===== src/rtl/timer_counter.sv =====
`default_nettype none
// ============================================================================
// Module      : timer_counter
// Description : Memory-mapped programmable 32-bit down-counter on the CPU
//               device bus. One-shot (mode 0) and auto-reload periodic
//               (mode 1) operation, with a maskable interrupt request.
//
//   Register map (word offset = Addr[3:2], Addr[1:0] ignored):
//     0 CTRL   R/W  [0] EN, [2:1] MODE, [3] IM (irq mask), [31:4] read 0
//     1 PRESET R/W  reload value
//     2 COUNT  RO   current count
//     3 -      reads 0
//
//   Ports:
//     clk    in   1   rising-edge clock
//     reset  in   1   synchronous, active-high
//     Addr   in   32  byte address
//     WD     in   32  write data
//     WE     in   1   write strobe (effective only on an address hit)
//     RD     out  32  combinational read data (0 when not hit)
//     IRQ    out  1   interrupt request = irq_flag & IM
//
// Revision    : 1.0  initial release
// ============================================================================
module timer_counter #(
    parameter logic [31:0] BASE_ADDR    = 32'h0000_7F00,
    parameter logic [31:0] RESET_PRESET = 32'd0
) (
    input  logic        clk,
    input  logic        reset,
    input  logic [31:0] Addr,
    input  logic [31:0] WD,
    input  logic        WE,
    output logic [31:0] RD,
    output logic        IRQ
);

    localparam logic [1:0] c_idle = 2'd0;
    localparam logic [1:0] c_load = 2'd1;
    localparam logic [1:0] c_cnt  = 2'd2;
    localparam logic [1:0] c_int  = 2'd3;

    logic [1:0]  r_state;
    logic        r_en;
    logic [1:0]  r_mode;
    logic        r_im;
    logic [31:0] r_preset;
    logic [31:0] r_count;
    logic        r_irq_flag;

    logic        w_hit;
    logic        w_wr_ctrl;
    logic        w_wr_preset;
    logic        w_wr_cfg;
    logic [1:0]  w_state_nxt;
    logic [31:0] w_count_nxt;
    logic        w_flag_nxt;
    logic        w_en_nxt;
    logic [31:0] w_rd;
    logic        w_unused_addr;

    // Byte-lane bits play no role in register selection.
    assign w_unused_addr = ^Addr[1:0];

    assign w_hit       = (Addr[31:4] == BASE_ADDR[31:4]);
    assign w_wr_ctrl   = WE && w_hit && (Addr[3:2] == 2'd0);
    assign w_wr_preset = WE && w_hit && (Addr[3:2] == 2'd1);
    assign w_wr_cfg    = w_wr_ctrl || w_wr_preset;

    // Next-state / next-value logic of the counting FSM.
    always_comb begin
        w_state_nxt = r_state;
        w_count_nxt = r_count;
        w_flag_nxt  = r_irq_flag;
        w_en_nxt    = r_en;
        case (r_state)
            c_idle: begin
                if (r_en) begin
                    w_state_nxt = c_load;
                end
            end
            c_load: begin
                w_count_nxt = r_preset;
                w_state_nxt = c_cnt;
            end
            c_cnt: begin
                if (!r_en) begin
                    w_state_nxt = c_idle;
                end else if (r_count > 32'd1) begin
                    w_count_nxt = r_count - 32'd1;
                end else begin
                    // Covers a preset of 0 or 1 as well: never wrap below 0.
                    w_count_nxt = 32'd0;
                    w_flag_nxt  = 1'b1;
                    w_state_nxt = c_int;
                end
            end
            c_int: begin
                if (r_mode == 2'd1) begin
                    w_flag_nxt  = 1'b0;
                    w_state_nxt = c_load;
                end else begin
                    // Reserved modes 2/3 fall in here with one-shot mode.
                    w_en_nxt    = 1'b0;
                    w_state_nxt = c_idle;
                end
            end
            default: begin
                w_state_nxt = c_idle;
            end
        endcase
    end

    // A CTRL/PRESET write overrides the FSM for that cycle: flag cleared,
    // FSM back to IDLE, COUNT untouched.
    always_ff @(posedge clk) begin
        if (reset) begin
            r_state    <= c_idle;
            r_en       <= 1'b0;
            r_mode     <= 2'd0;
            r_im       <= 1'b0;
            r_preset   <= RESET_PRESET;
            r_count    <= 32'd0;
            r_irq_flag <= 1'b0;
        end else begin
            if (w_wr_ctrl) begin
                r_en   <= WD[0];
                r_mode <= WD[2:1];
                r_im   <= WD[3];
            end else if (!w_wr_cfg) begin
                r_en <= w_en_nxt;
            end

            if (w_wr_preset) begin
                r_preset <= WD;
            end

            if (w_wr_cfg) begin
                r_irq_flag <= 1'b0;
                r_state    <= c_idle;
            end else begin
                r_irq_flag <= w_flag_nxt;
                r_state    <= w_state_nxt;
                r_count    <= w_count_nxt;
            end
        end
    end

    always_comb begin
        w_rd = 32'd0;
        if (w_hit) begin
            case (Addr[3:2])
                2'd0:    w_rd = {28'd0, r_im, r_mode, r_en};
                2'd1:    w_rd = r_preset;
                2'd2:    w_rd = r_count;
                default: w_rd = 32'd0;
            endcase
        end
    end

    assign RD  = w_rd;
    assign IRQ = r_irq_flag & r_im;

endmodule
`default_nettype wire


===== config.mk =====
export PLATFORM = sky130hd
export DESIGN_NAME = timer_counter
export DESIGN_NICKNAME = d
export VERILOG_FILES = /design/src/rtl/timer_counter.sv
export SDC_FILE = /design/constraint.sdc
export NUM_CORES = 1
export LEC_CHECK = 0
export ABC_AREA = 1
export BUFFER_PORTS_ARGS = -buffer_cell sky130_fd_sc_hd__buf_2
export CORE_MARGIN = 2
export CORE_UTILIZATION = 50
export CTS_CLUSTER_DIAMETER = 60
export DETAILED_ROUTE_END_ITERATION = 8
export PLACE_DENSITY_LB_ADDON = 0.3
export SLEW_MARGIN = 20
export SYNTH_ARGS = -nofsm -noshare
export SYNTH_HDL_FRONTEND = slang
export SYNTH_SLANG_ARGS = --single-unit

===== constraint.sdc =====
create_clock -name clk -period 1.8 [get_ports clk]
set_clock_uncertainty 0.05 [all_clocks]
set_input_delay 0.18 -clock clk [delete_from_list [all_inputs] [get_ports clk]]
set_output_delay 0.18 -clock clk [all_outputs]
set_load 0.01 [all_outputs]

; ---- Word level (Yosys, flattened, before mapping)
; Index checks and enable logic that the tools add are counted.
[op_classes]
n_shift = 0
mul = 0
n_lt_le_gt_ge = 1
n_mux = 18
n_addsub = 1
n_div = 0
n_bitwise = 2
n_reduce_logical = 14
n_eq_ne = 14
[ops]
columns = cell, n
row1 = $mux W32, 3
row2 = $pmux W32 S3, 1
row3 = $pmux W32 S2, 1
row4 = $gt A32 B1 Y1 const B, 1
row5 = $sub A32 B1 Y32 const B, 1
row6 = $eq A28 B11 Y1 const B, 1
row7 = $ne A2 B2 Y1 const B, 6
row8 = $mux W1, 8
row9 = $pmux W2 S4, 1
row10 = $eq A2 B1 Y1 const B, 3
row11 = $eq A2 B2 Y1 const B, 3
row12 = $mux W2, 3
row13 = $reduce_and A3 Y1, 2
row14 = $reduce_bool A2 Y1, 3
row15 = $logic_not A2 Y1, 2
row16 = $reduce_and A4 Y1, 1
row17 = $logic_and A1 B1 Y1, 3
row18 = $ne A3 B3 Y1 const B, 1
row19 = $pmux W1 S2, 1
row20 = $reduce_and A2 Y1, 1
row21 = $reduce_or A2 Y1, 1
row22 = $and A1 B1 Y1, 1
row23 = $logic_or A1 B1 Y1, 1
row24 = $not A1 Y1, 1
[word_totals]
out_inout_bits = 33
mem_bits_ro = 0
mem_count = 0
regBits = 71
ramBits = 0
in_bits = 67
latch_bits = 0

; ---- Depth between registers and ports, before layout
; Gate-level depths: netlist of run 1.
[logic_depth]
ltp_word = 6
mapped_depth = 13

; ---- Worst setup path before layout of run 1
; OpenSTA, ideal clock, no wires.
[synth_timing]
kind = register -> register
from = register r_state[0]
to = register r_count[16]
synth_period_minus_slack_ns = 1.715
stages_incl_launch_ff = 12
path_slack_ns = 0.085
n_path_buf = 2
arrival_time_ns = 1.601
cell_sequence = dfxtp_1 inv_1 ha_1 inv_2 nor2_1 nor2_2 nand2_1 buf_2 buf_4 nand2_1 nand2_1 nor2_1
[synth_via]
elab_chain_len = 3
[synth_rtl]
columns = element, line_no
row1 = from (decl), 43  ; logic [1:0] r_state;
row2 = from (signal assigned), 118  ; r_state <= c_idle;
row3 = from (signal assigned), 140  ; r_state <= c_idle;
row4 = from (signal assigned), 143  ; r_state <= w_state_nxt;
row5 = $eq A2 B2 Y1 or $eq A2 B1 Y1 (tied branches), 76  ; case (r_state)
row6 = $ne A2 B2 Y1 (no source line) or $reduce_bool A2 Y1 (tied branches), n/a
row7 = $reduce_and A3 Y1 (no source line), n/a
row8 = to (signal assigned), 144  ; r_count <= w_count_nxt;
row9 = to (decl), 48  ; logic [31:0] r_count;
; Parallel ways exist; a longest one is shown, timed or not.
; A chain may end at the register's enable or synchronous reset.

; ---- Worst setup path in the final report of run 1
[layout_timing]
from = register r_count[6]
to = register r_count[10]
[layout_via]
elab_chain_len = 4
[layout_rtl]
columns = element, line_no
row1 = $sub A32 B1 Y32 or $gt A32 B1 Y1 (tied branches), "90, 89"
row2 = $mux W32 *, 89  ; end else if (r_count > 32'd1) begin
row3 = $mux W32 *, 87  ; if (!r_en) begin
row4 = $pmux W32 S2 *, 76
; Mark *: on every way between the ends. The rest lies on a longest branch, timed or not. The select of a mux whose other input is x is not followed.

==> impl_metrics.ini, run 1 <==
[timing]
grt_setup_unrepaired = yes
totalNegativeSetupSlack_ns = 0
finalHoldWorstSlack_ns = -0.00269
worstMarginPinSlew_ns = 0.298
post-route-period-util_pct = 94.8
post-route-worst-setup-slack_ns = 0.0937
finalMaxSlewViolations = 0
min_period_ns = 1.71
max_freq_ghz = 0.586
max_slew_margin_pct = 80.1
setup-violations-final = 0
final_hold_violation_count = 2

[yosys]
netlist.top_cell.by_area = dfxtp_1
yosys.cell_count.top_type = nand2_1
number_of_library_cell_types_mapped_by_synthesis = 27
synth.avg_cell_area_sq_um = 5.68
post_synth_instance_area_sq_mm = 0.00474
synth-async-reset-ratio_pct = 0
gate_count_after_technology_mapping = 834
synth_nets = 907
number_of_synthesized_register_bits = 71
synth_warnings = 0
synth_edf_count = 0
synth_top_flop_cell = dfxtp_1
synth.yosys.seq_area_share_pct = 30.0
synth.top_cell.area_share_pct = 30.0
synth_commonest_cells = nand2_1 (249), nor2_1 (215), dfxtp_1 (71), inv_1 (64), a21oi_1 (55)
synth_top_area_cells = dfxtp_1 (30%), nand2_1 (20%), nor2_1 (17%)

[routing]
post-route-drc-count = 0
route.final.wire_length_um = 14000
route.antenna.remaining_nets = 0
detailroute.via_count = 5598
first_iter_violations = 286
drtPass1Iterations = 4
detail_route.vias_per_cell = 5.12
drt-wirelength-per-cell_um = 12.8

[setup_path]
cp_startpoint_kind = register
required_ns = 2.01
crit_arrival_ns = 1.91
critical_path.endpoint_type = register
crit_chain = nor2_1 > nand2_2 > nor2_4 > nand2_1 > buf_4 > xor2_1 > a21oi_2 > nor2_1
crit_path_top_delay_cell = dfxtp_1
critical_path.max_fanout = 5
max_stage_delay_ns = 0.37
cp_top_family = simple AND/OR/NAND/NOR gates
crit_path_frequent_cell = nor2_1
worstPathBufferInverterCount = 1
setup.worst_path.class = register to register

[placed_design]
placement.io_buffers = 97
place_worst_setup_slack_ns = 0.00866
gp_routability_congestion = 0.966
dp.final_hpwl_um = 10000

[clocking]
numCtsBuffers = 9
clk-insertion-delay-late_ns = 0.35
path_clk_slew_ns = 0.08
clock_sinks = 71
cts_tree = built
h-tree-depth = 3
clock_tree.buffer_depth = 2
clockRootBuffer = clkbuf_8

[die]
num_rows = 35
die_h_um = 101
initial_utilization_pct = 51.5
floorplan.die_area_sq_mm = 0.0103
dieWidth_um = 101
design.portCount = 100
core_region_area_sq_mm = 0.00920

[global_routing]
grt_first_pass_wirelength_um = 23700
antenna_violations_before_repair = 0
grt_start_max_net_pins = 68
number_of_global_route_vias_before_repair = 5344
total_routing_usage_reported_by_global_routing_pct = 28.0
grt-ovfl-total = 0

[final_layout]
post_route_cells_drive_above_1_share_pct = 21.7
final_util_pct = 67.1
layout.nets = 1051
area.growth.synth_to_final_pct = 30.2
antenna_cells = 0

[power_and_ir_drop]
total_leakage_power_nw = 3.02
max-vdd-ir-drop_v = 0.00124
intPower_w = 0.00616
power_density_mw_per_mm2 = 1960
p_sw_w = 0.00593
switching_share_pct = 49.1
pwr-share-comb_pct = 67.8
fin_total_pwr_w = 0.0121
power_frac_seq_pct = 18.8
share_clk_of_total_power_pct = 13.4

[run_status]
status = finished, violations left
violations = hold timing

[flow_run]
cap_violations = 0

[hold_path]
holdCritPathClass = input pin to register
worst reg2reg max path, cell delays in order, from the launching register on:
cell and delay, ns:
dfxtp_1 0.37, nor2_1 0.20, nand2_2 0.12, nor2_4 0.19, nand2_1 0.17, buf_4 0.18
xor2_1 0.15, a21oi_2 0.13, nor2_1 0.05
timing repair:
action                                  4_1_cts  5_1_grt
buffers inserted                              0        2
endpoints found under the setup margin       16       65
pin swaps                                     0        5
hold buffers                                 12        0
resized for setup                             3       37
hold endpoints to repair                     12        0
power groups by stage:
stage	Clock, W	Sequential (W)	Combinational (W)
floorplan	0	0.00226	0.00449
global placement	0	0.00226	0.00726
detailed placement	0	0.00227	0.00730
CTS	0.00164	0.00223	0.00752
global route	0.00172	0.00232	0.00909
finish	0.00162	0.00227	0.00820
stage by stage:
| stage | std cells | instance area [sq um] |
|---|---|---|
| 2_1_floorplan | 834 | 4740 |
| 3_3_place_gp | 1064 | 5660 |
| 3_5_place_dp | 1064 | 5660 |
| 4_1_cts | 1092 | 6040 |
| 5_1_grt | 1094 | 6170 |
| 6_report | 1094 | 6170 |
registers in the layout (all words and copies together) (netlist names):
name and cells:
r_preset 32, r_state 2, r_mode 2, r_en 1
r_count 32, r_irq_flag 1, r_im 1
final timing paths:
check	start	to	slack (ns)	depth (start not counted)
setup / recovery	r_count[6]	r_count[10]	0.09	8
hold / removal	WD[17]	r_preset[17]	-0.003	3
setup reg to reg	r_count[6]	r_count[10]	0.09	8
hold reg to reg	r_state[1]	r_state[1]	0.48	2
placed cells by master (no fill, tap or decap), drive strengths merged:
cell type | synthesis | final
dlygate4sd3 | 0 | 12
nand3b | 1 | 1
nand3 | 46 | 46
nor3 | 4 | 4
nand4 | 8 | 8
clkbuf | 21 | 10
dfxtp | 71 | 71
inv | 65 | 66
a31oi | 3 | 3
xor2 | 15 | 15
nor2 | 224 | 224
or3b | 1 | 1
o21ai | 45 | 45
o21bai | 1 | 1
a221oi | 1 | 1
a21boi | 1 | 1
a21oi | 55 | 55
nand2 | 250 | 250
bufinv | 0 | 3
clkinv | 0 | 2
buf | 16 | 158
ha | 6 | 6
cell families after synthesis:
kind of cell,count (synthesis),share of synthesized area [%]
AND/OR/NAND/NOR,534,45.0
AO/OA/AOI/OAI,106,11.5
buffers and inverters,102,9.14
flip-flops,71,30.0
XOR/XNOR,15,2.77
adder cells (fa/ha/maj),6,1.58
final cells by class:
type	count	area [sq um]
Multi-Input combinational cell	661	3000
Fill cell	896	3030
Timing Repair Buffer	170	1120
Tap cell	111	139
Inverter	65	244
Sequential cell	71	1420
Clock buffer	10	138
Clock inverter	6	116
metal layers:
metal / vias up / part of all wire, % / track usage, %
met1: 2536 / 46 / 36.2
met2: 149 / 48 / 49.2
met4: 0 / 1.7 / 6.86
met3: 23 / 4.0 / 3.80
li1: 2890 / - / -
met5: - / 0 / 0
Power figures use the tool's default switching activity.
==> run 2, diff against run 1 <==
Settings changed: CTS_CLUSTER_DIAMETER 60 to 100, SETUP_SLACK_MARGIN from default to 0.5.
Clock period 1.8 ns to 2 ns, I/O delays scaled along.
==> run 2 against run 1 <==
  * The run still ends with hold timing left
  * Sequential share of layout area shrank 3.8 points
  * Via count up 20%
  * Worst hold slack got worse by 0.014 ns
  * Design area up 22%
  * Routed wire length is 52% higher
  * Critical path depth up 1
  * Critical path type unchanged
  * Largest power group unchanged
==> impl_metrics.ini, run 2 (synthesized netlist as in run 1, its figures left out) <==
[clocking]
clock_sinks = 71
cts_tree = built
clock_tree.buffer_depth = 2
clk-insertion-delay-late_ns = 0.38
h-tree-depth = 3
clockRootBuffer = clkbuf_8
path_clk_slew_ns = 0.09
numCtsBuffers = 9

[setup_path]
critical_path.endpoint_type = register
setup.worst_path.class = register to register
cp_startpoint_kind = register
critical_path.max_fanout = 5
required_ns = 2.25
crit_arrival_ns = 2.17

[routing]
detail_route.vias_per_cell = 5.98
first_iter_violations = 899
route.antenna.remaining_nets = 0
post-route-drc-count = 0
detailroute.via_count = 6717
route.final.wire_length_um = 21300
drt-wirelength-per-cell_um = 19.0
drtPass1Iterations = 6

[power_and_ir_drop]
share_clk_of_total_power_pct = 10.1
max-vdd-ir-drop_v = 0.00114
switching_share_pct = 55.0
pwr-share-comb_pct = 73.0
power_density_mw_per_mm2 = 1790
fin_total_pwr_w = 0.0134
total_leakage_power_nw = 3.37
p_sw_w = 0.00739
power_frac_seq_pct = 16.9
intPower_w = 0.00604

[placed_design]
dp.final_hpwl_um = 9780
placement.io_buffers = 97
gp_routability_congestion = 0.963

[final_layout]
biggestRegsByFlops = r_count x32, r_preset x32
area.growth.synth_to_final_pct = 58.8
antenna_cells = 0
most-common-layout-cells = nand2_1 (225), nor2_1 (146), buf_2 (85), dfxtp_1 (55), inv_1 (53)
most_frequent_standard_cell_in_the_layout_excluding_fill_and_tap_cells = nand2_1
final_util_pct = 81.8
post_route_cells_drive_above_1_share_pct = 39.2
layout.nets = 1080

[die]
floorplan.die_area_sq_mm = 0.0103
initial_utilization_pct = 51.5
core_region_area_sq_mm = 0.00920
num_rows = 35
dieWidth_um = 101
die_h_um = 101
design.portCount = 100

[flow_run]
cap_violations = 0

[timing]
post-route-period-util_pct = 96.0
max_freq_ghz = 0.521
setup-violations-final = 0
worstMarginPinSlew_ns = 0.489
totalNegativeSetupSlack_ns = 0
max_slew_margin_pct = 67.3
finalMaxSlewViolations = 0
final_hold_violation_count = 4
grt_setup_unrepaired = yes
min_period_ns = 1.92
finalHoldWorstSlack_ns = -0.0165

[hold_path]
holdCritPathClass = input pin to register

[global_routing]
grt_first_pass_wirelength_um = 23900
grt-ovfl-total = 0
antenna_violations_before_repair = 0
grt_start_max_net_pins = 68
number_of_global_route_vias_before_repair = 5239
total_routing_usage_reported_by_global_routing_pct = 29.1

[run_status]
violations = hold timing
status = finished, violations left
run 2: cell count changes in the layout (fill, tap and decap cells not counted), moves of 9 or more:
cell,before,now
nor2_1,199,146
nor2_4,7,43
a21oi_1,53,20
a21oi_2,2,34
o21ai_2,1,24
buf_6,4,26
nand2_1,246,225
o21ai_0,36,16
nor2_2,17,34
dfxtp_1,70,55
buf_2,97,85
dfxtp_2,1,13
nand2_2,4,16
inv_1,62,53
run 2: power groups by stage:
stage | Clock, W | Sequential [W] | Combinational, W
final | 0.00136 | 0.00227 | 0.00980
after global routing | 0.00141 | 0.00229 | 0.0103
after CTS | 0.00135 | 0.00212 | 0.00694
after detailed placement | 0 | 0.00210 | 0.00592
after global placement | 0 | 0.00211 | 0.00586
after floorplan | 0 | 0.00205 | 0.00432
run 2: repair_timing:
item	CTS	global route
hold buffers	15	3
hold endpoints to repair	15	3
cloned	1	10
gates resized for setup	108	209
pin swaps	18	49
setup endpoints to repair	99	102
buffers inserted	17	28
run 2: cell type report:
type                    count  area (sq um)
repair inverters            3          70.1
fillers                   557          1670
well taps                 111           139
multi-input cells         661          3700
repair buffers            196          1650
clock buffers              11           141
inverters                  65           290
clock inverters             5          81.3
flip-flops and latches     71          1450
run 2: worst paths after layout:
kind,slack [ns],cells after the start,start,end
max,0.08,9,r_count[23],r_state[1]
min,-0.02,3,WD[24],r_preset[24]
max reg2reg,0.08,9,r_count[23],r_state[1]
min reg2reg,0.48,2,r_preset[6],r_preset[6]
run 2: routing by layer:
metal	track usage (%)	vias to the layer above	share of wire, %
met5	0	-	0
met3	5.45	167	12
met2	50.9	570	45
li1	-	2970	-
met4	9.36	0	7.6
met1	36.0	3010	35
run 2: through the flow:
step | setup WS [ns] | instance area, sq um | hold slack, ns | std cells
after floorplan | 0.488 | 4860 | 0.219 | 834
after global placement | 0.101 | 5510 | 0.347 | 1033
after detailed placement | 0.0813 | 5510 | 0.352 | 1033
after CTS | 0.405 | 6370 | 0.0000406 | 1082
after global routing | 0.0624 | 7520 | 0.00361 | 1123
final | 0.0803 | 7520 | -0.0165 | 1123
run 2: worst max-delay path: stages, from the launching register on:
cell      delay, ns
dfxtp_2        0.38
nor2_2         0.20
nand2_2        0.11
nor2_4         0.14
nand3_4        0.16
buf_4          0.17
buf_4          0.13
o21bai_1       0.26
nand3_1        0.12
a21boi_1       0.14
